===== src/rtl/sector_sched_ctrl.sv =====
// Sector scheduling controller: a single phase counter drives a fixed-slot
// arbiter that updates the IS/ISS/DS/DSS sector registers.
// Once per computer cycle it also produces a one-hot Y-address sector select.
// Legal configuration: 4 <= PHASES <= 16, ARB_SLOT != DEC_SLOT, and both slots < PHASES.
module sector_sched_ctrl #(
   parameter int PHASES   = 8,
   parameter int ARB_SLOT = 3,
   parameter int DEC_SLOT = 6
) (
   input  logic                      CLK,
   input  logic                      RSTN,
   input  logic                      HOP_REQ,
   input  logic [9:0]                HOP_DATA,
   input  logic                      CDS_REQ,
   input  logic [4:0]                CDS_DATA,
   input  logic                      TRA_REQ,
   input  logic [3:0]                TRA_DATA,
   input  logic                      PAD_IN,
   input  logic                      A9_IN,
   output logic                      HOP_ACK,
   output logic                      CDS_ACK,
   output logic                      TRA_ACK,
   output logic [3:0]                IS,
   output logic                      ISS,
   output logic [3:0]                DS,
   output logic                      DSS,
   output logic [$clog2(PHASES)-1:0] PHASE,
   output logic [7:0]                SEL_Y,
   output logic                      SEL_HI,
   output logic                      SEL_VALID
);

   localparam int PH_W = $clog2(PHASES);
   localparam logic [PH_W-1:0] PH_LAST = PH_W'(PHASES - 1);
   localparam logic [PH_W-1:0] ARB_PH  = PH_W'(ARB_SLOT);
   localparam logic [PH_W-1:0] DEC_PH  = PH_W'(DEC_SLOT);

   // Residual sector used when the operand address has bit 9 set.
   localparam logic [3:0] RESIDUAL_SRC = 4'b0111;

   logic [PH_W-1:0] phase_q, phase_d;
   logic [3:0]      is_q, is_d;
   logic            iss_q, iss_d;
   logic [3:0]      ds_q, ds_d;
   logic            dss_q, dss_d;
   logic            hop_ack_q, hop_ack_d;
   logic            cds_ack_q, cds_ack_d;
   logic            tra_ack_q, tra_ack_d;
   logic [7:0]      sel_y_q, sel_y_d;
   logic            sel_hi_q, sel_hi_d;
   logic            sel_valid_q, sel_valid_d;

   logic            arb_edge_s;
   logic            dec_edge_s;
   logic            hop_gnt_s;
   logic            cds_gnt_s;
   logic            tra_gnt_s;
   logic [3:0]      src_s;

   // One-hot Y select from a 3-bit sector index; never multi-hot.
   function automatic logic [7:0] onehot8(input logic [2:0] idx);
      return 8'b0000_0001 << idx;
   endfunction

   // Next-state logic: phase counter, fixed-slot arbitration, register loads and sector decode.
   always_comb begin
      phase_d     = phase_q;
      is_d        = is_q;
      iss_d       = iss_q;
      ds_d        = ds_q;
      dss_d       = dss_q;
      hop_ack_d   = 1'b0;
      cds_ack_d   = 1'b0;
      tra_ack_d   = 1'b0;
      sel_y_d     = sel_y_q;
      sel_hi_d    = sel_hi_q;
      sel_valid_d = 1'b0;
      src_s       = ds_q;

      if (phase_q == PH_LAST) begin
         phase_d = {PH_W{1'b0}};
      end else begin
         phase_d = phase_q + PH_W'(1);
      end

      arb_edge_s = (phase_q == ARB_PH);
      dec_edge_s = (phase_q == DEC_PH);

      // HOP wins the slot outright; TRA and CDS touch disjoint fields and may share it.
      hop_gnt_s = arb_edge_s & HOP_REQ;
      tra_gnt_s = arb_edge_s & ~HOP_REQ & TRA_REQ;
      cds_gnt_s = arb_edge_s & ~HOP_REQ & CDS_REQ;

      hop_ack_d = hop_gnt_s;
      tra_ack_d = tra_gnt_s;
      cds_ack_d = cds_gnt_s;

      if (hop_gnt_s) begin
         is_d  = HOP_DATA[9:6];
         iss_d = HOP_DATA[5];
         ds_d  = HOP_DATA[4:1];
         dss_d = HOP_DATA[0];
      end else begin
         if (tra_gnt_s) begin
            is_d = TRA_DATA;
         end else begin
            is_d = is_q;
         end
         if (cds_gnt_s) begin
            ds_d  = CDS_DATA[4:1];
            dss_d = CDS_DATA[0];
         end else begin
            ds_d  = ds_q;
            dss_d = dss_q;
         end
      end

      // Source selection uses the registers as they stand before the decode edge.
      if (PAD_IN) begin
         src_s = is_q;
      end else if (A9_IN) begin
         src_s = RESIDUAL_SRC;
      end else begin
         src_s = ds_q;
      end

      if (dec_edge_s) begin
         sel_y_d     = onehot8(src_s[2:0]);
         sel_hi_d    = src_s[3];
         sel_valid_d = 1'b1;
      end else begin
         sel_y_d     = sel_y_q;
         sel_hi_d    = sel_hi_q;
         sel_valid_d = 1'b0;
      end
   end

   // State registers with synchronous active-low reset; reset discards any pending grant or decode.
   always_ff @(posedge CLK) begin
      if (!RSTN) begin
         phase_q     <= {PH_W{1'b0}};
         is_q        <= 4'b0000;
         iss_q       <= 1'b0;
         ds_q        <= 4'b0000;
         dss_q       <= 1'b0;
         hop_ack_q   <= 1'b0;
         cds_ack_q   <= 1'b0;
         tra_ack_q   <= 1'b0;
         sel_y_q     <= 8'h00;
         sel_hi_q    <= 1'b0;
         sel_valid_q <= 1'b0;
      end else begin
         phase_q     <= phase_d;
         is_q        <= is_d;
         iss_q       <= iss_d;
         ds_q        <= ds_d;
         dss_q       <= dss_d;
         hop_ack_q   <= hop_ack_d;
         cds_ack_q   <= cds_ack_d;
         tra_ack_q   <= tra_ack_d;
         sel_y_q     <= sel_y_d;
         sel_hi_q    <= sel_hi_d;
         sel_valid_q <= sel_valid_d;
      end
   end

   assign PHASE     = phase_q;
   assign IS        = is_q;
   assign ISS       = iss_q;
   assign DS        = ds_q;
   assign DSS       = dss_q;
   assign HOP_ACK   = hop_ack_q;
   assign CDS_ACK   = cds_ack_q;
   assign TRA_ACK   = tra_ack_q;
   assign SEL_Y     = sel_y_q;
   assign SEL_HI    = sel_hi_q;
   assign SEL_VALID = sel_valid_q;

endmodule


===== config.mk =====
export PLATFORM = sky130hd
export DESIGN_NAME = sector_sched_ctrl
export DESIGN_NICKNAME = d
export VERILOG_FILES = /design/src/rtl/sector_sched_ctrl.sv
export SDC_FILE = /design/constraint.sdc
export NUM_CORES = 1
export LEC_CHECK = 0
export BUFFER_PORTS_ARGS = -buffer_cell sky130_fd_sc_hd__buf_2
export CORE_MARGIN = 2
export CORE_UTILIZATION = 47
export CTS_BUF_LIST = sky130_fd_sc_hd__clkbuf_4
export DETAILED_ROUTE_END_ITERATION = 10
export GPL_ROUTABILITY_DRIVEN = 1
export PLACE_DENSITY = 0.8
export SYNTH_ARGS = -nofsm -noshare
export SYNTH_HDL_FRONTEND = slang
export SYNTH_SLANG_ARGS = --single-unit

===== constraint.sdc =====
create_clock -name CLK -period 1.9 [get_ports CLK]
set_input_delay 0.57 -clock CLK [delete_from_list [all_inputs] [get_ports CLK]]
set_output_delay 0.57 -clock CLK [all_outputs]
set_load 0.02 [all_outputs]

Word-level counts from Yosys, hierarchy flattened

Index checks and enable logic that the tools add are counted.
Widths: inputs -> output; s select.

Add/sub/neg operators: 1
Bitwise logic cells: 6
Multiplexer cells: 9
Shifts and indexed selects: 1
Multiply operators: 0
Eq/ne operators: 3
Reduce and logical (&&, ||, !) cells: 3
Magnitude comparators: 0
Div/mod/pow operators: 0

Operators by type and width:

| cell                | number |
|---|---|
| $mux 4              | 6 |
| $shl 1x3->8 const A | 1 |
| $eq 3x3->1 const B  | 2 |
| $and 1x1->1         | 4 |
| $reduce_bool 2->1   | 2 |
| $add 3x1->3 const B | 1 |
| $eq 3x2->1 const B  | 1 |
| $mux 1              | 3 |
| $not 1->1           | 2 |
| $reduce_or 2->1     | 1 |

Bits in writable memories: 0
Bits in latches: 0
ROM bits: 0
Flip-flop bits (word level): 26
Word-level logic and storage cells: 34
Output and inout port bits: 26
Memories kept: 0

Depth between registers and ports, before layout

Gate-level depths: netlist (run 1).

Depth after elaboration: 5
Gate-level depth with buffers: 6
Mapped depth without buffers: 5

Least setup slack after synthesis (run 1)

No wires, ideal clock.

Path type: register to register
Start point: register phase_q[0], in the netlist PHASE[0]
End point: register ds_q[1], in the netlist DS[1]
Setup slack: 0.397 ns
Buffers on the path: 1
Cell stages (with the launch flop): 7
Clock period less this slack: 1.503 ns
Arrival time: 1.412 ns
Required time: 1.809 ns
Cell sequence: dfxtp_1 > ha_1 > ha_1 > o21a_1 > buf_4 > nor2_1 > a311oi_1

Longest elaborated chain between the ends: 4
Elaborated cells on any way between the ends: 6
Classes of those cells: eq/ne (1); mux (1); bitwise (3); reduce/logical (1)

RTL lines:

| item                               | line | source |
|---|---|---|
| from (decl)                        | 41   | `logic [PH_W-1:0] phase_q, phase_d;` |
| from (signal assigned)             | 141  | `phase_q <= {PH_W{1'b0}};` |
| from (signal assigned)             | 153  | `phase_q <= phase_d;` |
| $eq 3x2->1 *                       | 86   | `arb_edge_s = (phase_q == ARB_PH);` |
| $and 1x1->1 (2 in series)          | 92   | `cds_gnt_s = arb_edge_s & ~HOP_REQ & CDS_REQ;` |
| $reduce_bool 2->1 (no source line) | n/a  |  |
| to (signal assigned)               | 156  | `ds_q <= ds_d;` |
| to (decl)                          | 44   | `logic [3:0] ds_q, ds_d;` |

Every way passes the cells marked *; elsewhere a longest branch is shown, timed or not.
A chain may end at the register's enable or synchronous reset.

Worst setup path after layout (run 1)

Start point: register phase_q[0], in the netlist PHASE[0]
End point: register dss_q, in the netlist DSS

Longest elaborated chain between the ends: 4
Elaborated cells on any way between the ends: 6
Classes of those cells: eq/ne (1); mux (1); bitwise (3); reduce/logical (1)

RTL lines:

| item                               | line | source |
|---|---|---|
| $eq 3x2->1 *                       | 86   |  |
| $and 1x1->1 (2 in series)          | 92   |  |
| $reduce_bool 2->1 (no source line) | n/a  |  |
| to (signal assigned)               | 157  | `dss_q <= dss_d;` |
| to (decl)                          | 45   | `logic dss_q, dss_d;` |

Marks and branches as above.

==> impl_results.md, run 1 <==
- Worst Path Required: 2.13 ns
- First-pass GRT wire length: 4260 um
- Layout cells sized above 1: 32.6%
- I/O pins: 52
- Fmax: 0.599 GHz
- RSZ-0062 raised after global routing: false
- Crit path max-delay family: compound AO/OA/AOI/OAI gates
- Syn Nets: 157
- Cts hold-fix bufs: 0
- Hold Path Class: register to register
- P_int: 0.696 mW
- Overall Global Routing Usage: 20.8%
- Root Buffer Master: clkbuf_4
- Max-slew violation count: 0
- Worst-path cell chain: ha_1 -> ha_1 -> o21a_1 -> nor2_1 -> a311oi_1
- Worst skew pair latency: 0.32 ns
- Chip width: 53.1 um
- Ys flop type: dfxtp_1
- Startpoint types: register
- WHS Endpoint: ISS
- Final net count: 207
- Hold Startpoint: ISS
- Clock Power Share: 23.7%
- Data arrival time of the worst path: 1.90 ns
- Cell with the most instances after synthesis: dfxtp_1
- Post-DR wirelength/cell: 12.7 um
- Cts bufs inserted: 3
- Reg2Reg Depth: 5
- Chip height: 53.1 um
- Area leader, netlist: dfxtp_1
- Slowest-stage cell, CP: dfxtp_1
- Setup bufs post-CTS: 0
- DRC: 0
- Final WL: 2580 um
- NetSw: 0.260 mW
- Pwr dens: 677 mW/mm^2
- Yosys warns: 0
- Hold Crit Depth: 2
- Antenna violations before repair: 0
- Register Area: 520 sq um
- Area growth, synth to finish: 24.6%
- Synth Register Bits: 26
- CTS Sinks: 26
- Routability cong.: 0.795
- Leak: 0.650 nW
- Ys async rst share: 0%
- I/O Buffers: 51
- Cell count after synthesis: 127
- CTS tree: built
- Critical Path End Type: register
- Setup violations, final: 0
- Remaining Overflow, GRT: 0
- Post-route ant nets: 0
- Distinct cells, synth: 25
- Largest net degree at the start of global routing: 16
- Filler instances: 221
- EDFF count, synth: 0
- Worst slew pin tran: 0.456 ns
- Clk slew on worst S/H paths: 0.13 ns
- Peak supply drop: 0.434 mV
- Starting DRT DRC Count: 9
- Flop pwr share: 60.6%
- Switching part of the total: 27.2%
- DR vias/cell: 5.33
- Cell Area, Synth: 0.00113 sq mm
- H-tree depth: 1
- Final Cycle Share: 87.9%
- Pre-Repair DR Iteration Count: 4
- Vias in the first global route: 988
- Crit Path Category: register to register
- Crit path max fanout: 10
- CP Buf/Inv Count: 0
- Final HPWL DP: 2020 um
- Initial cell density of the core: 50.2%
- R2R Path Start: PHASE[0]
- ANT cells: 0
- Total of max-cap violations: 0
- Dpl cell area: 0.00139 sq mm
- R2r endpoint: DSS
- Average size of a mapped cell: 8.92 sq um
- Clk_skew: 0.00836 ns
- Status: completed
- Post-synth top area share: 46.0%
- CTS resizes: 0
- Area taken by multi-input logic gates: 548 sq um
- Fin crit period: 1.67 ns
- Final Cell Area: 0.00141 sq mm
- Logic pwr share: 15.7%
- Die area: 0.00282 sq mm
- Most used cell along the critical path: ha_1
- Setup_tns: 0 ns
- R2R Setup Slk: 0.23 ns
- DR vias: 1081
- Row count: 17
- Clk buf depth: 2
- Slew headroom: 69.3%
- Final hold vios: 0
- Synth top area cells: dfxtp_1 (46%), nand3_1 (8.4%), a311oi_1 (7.0%)
- Pwr Total: 0.956 mW
- Core footprint: 0.00225 sq mm
- CP max stage delay: 0.39 ns
- Seq/Total Area, Yosys: 46.0%
- Most instantiated cells after synthesis: dfxtp_1 (26), nand3_1 (19), nand2_1 (14)
[through the flow]
stage | std cells | util [%] | worst slack [ns] | hold WS, ns
after CTS | 203 | 62.6 | 0.219 | 0.466
after global placement | 200 | 61.6 | 0.344 | 0.441
after floorplan | 127 | - | 0.397 | 0.518
after detailed placement | 200 | 61.6 | 0.273 | 0.448
final | 203 | 62.6 | 0.230 | 0.463
after global routing | 203 | 62.6 | 0.00695 | 0.499
[cells in the final DEF, fill, tap and decap left out]
master    netlist  routed
o21a_1          3       3
nand2b_1        1       1
ha_1            4       4
a31oi_1         3       3
clkbuf_4        0       3
nor3_1          1       1
a21oi_1         2       2
nor2_2          1       1
nor2_1         13      13
inv_1           6       6
o31ai_1         8       8
a21o_1          1       1
and4b_1         2       2
nand2_1        14      14
nor4_4          1       1
nor3b_1         1       1
buf_2           3      51
buf_4           1       1
a211oi_1        2       2
nor4b_1         2       2
dfxtp_1        26      26
o21ai_0         1       1
nand3_1        19      19
a311oi_1        9       9
[cells by family after synthesis]
logic type | Yosys count | share of synthesized area, %
fa+ha+maj | 4 | 4.42
compound gates | 29 | 19.2
flops | 26 | 46.0
simple gates | 55 | 24.8
buf+inv | 13 | 5.64
[registers in the layout, indices dropped and copies added, names as in the netlist]
name / cells
PHASE: 3
CDS_ACK: 1
DS: 4
SEL_HI: 1
ISS: 1
TRA_ACK: 1
SEL_VALID: 1
SEL_Y: 8
HOP_ACK: 1
IS: 4
DSS: 1
[worst max path at each step]
stage,from,end,slack (ns),depth (start not counted)
final,PHASE[0],DSS,0.23,5
after global routing,PHASE[0],DS[0],0.007,5
after CTS,PHASE[0],DSS,0.22,5
after detailed placement,PHASE[0],DSS,0.27,5
after global placement,PHASE[0],DSS,0.34,5
after floorplan,PHASE[0],DS[1],0.40,6
[layer usage]
metal	track usage, %	wire [um]	vias up
met5	0	0	-
met4	10.3	53	0
met3	3.11	215	5
met2	32.5	1100	49
met1	27.7	1210	467
li1	-	-	560
[cell type report]
cell class	instances	area share (%)
Tap cell	28	2.48
Inverter	6	1.60
Multi-Input combinational cell	88	38.8
Clock buffer	3	1.60
Timing Repair Buffer	52	18.6
Sequential cell	26	36.9
[power by group through the flow]
stage	clock [mW]	sequential, mW	combinational [mW]
after floorplan	0	0.610	0.0725
after global placement	0	0.591	0.146
after detailed placement	0	0.592	0.150
after CTS	0.237	0.579	0.151
after global routing	0.249	0.583	0.168
final	0.226	0.579	0.150
[worst min-delay path, stage by stage (launching register included)]
cell     delay (ns)
dfxtp_1        0.33
nand2_1        0.05
a21oi_1        0.05
Power figures use the tool's default switching activity.
==> run 2, diff against run 1 <==
Settings changed: BUFFER_PORTS_ARGS -buffer_cell sky130_fd_sc_hd__buf_2 to default, CORE_UTILIZATION 47 to 64, DONT_BUFFER_PORTS from default to 1, PLACE_DENSITY 0.8 to 0.83.
==> impl_results.md, run 2 (same netlist as run 1, synthesis figures left out) <==
- Status: completed (unchanged)
- Die area: 0.00212 sq mm (was 0.00282 sq mm)
- Initial cell density of the core: 67.0% (was 50.2%)
- Routed met1 length: 1020 um (was 1210 um)
- Routability cong.: 0.802 (was 0.795)
- Final hold vios: 0 (unchanged)
- ANT cells: 0 (unchanged)
- Setup bufs post-CTS: 0 (unchanged)
- First-pass GRT wire length: 3820 um (was 4260 um)
- Row count: 15 (was 17)
- Final hold slack: 0.366 ns (was 0.463 ns)
- Max reg flops: 8 (unchanged)
- Post-DR wirelength/cell: 16.7 um (was 12.7 um)
- Worst skew pair latency: 0.33 ns (was 0.32 ns)
- Setup_tns: 0 ns (unchanged)
- DR WL met2: 1190 um (was 1100 um)
- Slew headroom: 67.4% (was 69.3%)
- Highest routed layer: met4 (unchanged)
- Wire length on met3: 189 um (was 215 um)
- Dpl cell area: 0.00114 sq mm (was 0.00139 sq mm)
- Root Buffer Master: clkbuf_4 (unchanged)
- Peak supply drop: 0.550 mV (was 0.434 mV)
- Starting DRT DRC Count: 26 (was 9)
- Post-layout util: 70.7% (was 62.6%)
- Filler instances: 139 (was 221)
- Startpoint types: register (unchanged)
- Hold Path Class: input pin to register (was register to register)
- Placement Setup Slack: 0.288 ns (was 0.273 ns)
- Max-slew violation count: 0 (unchanged)
- Crit Path Category: register to register (unchanged)
- CTS tree: built (unchanged)
- Setup violations, final: 0 (unchanged)
- Leak: 0.439 nW (was 0.650 nW)
- Cts hold-fix bufs: 0 (unchanged)
- Most common cell after layout, fill and taps aside: dfxtp_1 (was buf_2)
- Data arrival time of the worst path: 1.88 ns (was 1.90 ns)
- Most frequent cells in the layout: dfxtp_1 (26), nand3_1 (19), nand2_1 (14) (was buf_2 (51), dfxtp_1 (26), nand3_1 (19))
- CTS Sinks: 26 (unchanged)
- Layout cells sized above 1: 7.81% (was 32.6%)
- Chip width: 46.1 um (was 53.1 um)
- Area growth, synth to finish: 5.53% (was 24.6%)
- Pre-Repair DR Iteration Count: 4 (unchanged)
- Final Cycle Share: 86.0% (was 87.9%)
- Final Cell Area: 0.00119 sq mm (was 0.00141 sq mm)
- DR vias/cell: 6.40 (was 5.33)
- Post-route ant nets: 0 (unchanged)
- Final net count: 159 (was 207)
- I/O pins: 52 (unchanged)
- Clk slew on worst S/H paths: 0.14 ns (was 0.13 ns)
- H-tree depth: 1 (unchanged)
- Pwr dens: 891 mW/mm^2 (was 677 mW/mm^2)
- Fmax: 0.612 GHz (was 0.599 GHz)
- CTS resizes: 0 (unchanged)
- Clk buf depth: 2 (unchanged)
- Final WL: 2420 um (was 2580 um)
- Worst Path Required: 2.14 ns (was 2.13 ns)
- DR vias: 928 (was 1081)
- Core footprint: 0.00169 sq mm (was 0.00225 sq mm)
- Worst slew pin tran: 0.484 ns (was 0.456 ns)
- Fin crit period: 1.63 ns (was 1.67 ns)
- RSZ-0062 raised after global routing: false (unchanged)
- Total of max-cap violations: 0 (unchanged)
- Remaining Overflow, GRT: 0 (unchanged)
- Crit path max fanout: 11 (was 10)
- I/O Buffers: 0 (was 51)
- Clk_skew: 0.0115 ns (was 0.00836 ns)
- DRC: 0 (unchanged)
- Vias in the first global route: 833 (was 988)
- Antenna violations before repair: 0 (unchanged)
- Chip height: 46.1 um (was 53.1 um)
- Critical Path End Type: register (unchanged)
- Cts bufs inserted: 3 (unchanged)
- Final HPWL DP: 1860 um (was 2020 um)
- Largest net degree at the start of global routing: 16 (unchanged)
- Overall Global Routing Usage: 25.1% (was 20.8%)
- Post-route setup slack: 0.265 ns (was 0.230 ns)
[run 2: cell types whose count changed in the layout (fill, tap and decap cells not counted)]
cell,before,now
buf_2,51,0
buf_4,1,4
bufinv_16,0,1
[run 2: where the power goes]
part	switching (mW)	leakage (nW)	internal, mW	total (mW)
Combinational	0.0552	0.200	0.0374	0.0927
Sequential	0.0319	0.211	0.562	0.594
Clock	0.164	0.0279	0.214	0.378
[run 2: final timing paths]
kind	start	endpoint	slack [ns]	cells after the start
setup / recovery	PHASE[0]	IS[0]	0.27	5
hold / removal	HOP_DATA[5]	ISS	0.37	2
hold reg to reg	PHASE[2]	PHASE[2]	0.56	3
setup reg to reg	PHASE[0]	IS[0]	0.27	5
[run 2: area by class of cell]
cell class | count | area [sq um] | share of cell area [%]
inverter | 6 | 22.5 | 1.88
sequential | 26 | 520 | 43.6
multi-input combinational | 88 | 548 | 45.9
clock inverter | 1 | 30.0 | 2.51
timing repair buffer | 4 | 30.0 | 2.51
tap | 17 | 21.3 | 1.78
clock buffer | 3 | 22.5 | 1.88
[run 2: routing by layer]
metal  global-route usage, %  vias to the layer above
met5                       0                        -
met4                    8.57                        0
met3                    7.84                        3
met2                    42.5                       35
met1                    29.8                      423
li1                        -                      467
[run 2: critical path, cell delays in order, from the launching register on]
cell      delay, ns
dfxtp_1        0.34
ha_1           0.21
ha_1           0.27
nand2_1        0.31
nand2_1        0.11
a311oi_1       0.31
[run 2: per-stage QoR]
step / std cells / total power, mW
final: 145 / 1.06
after global routing: 145 / 1.11
after CTS: 145 / 1.07
after detailed placement: 141 / 0.698
after global placement: 141 / 0.693
after floorplan: 127 / 0.683
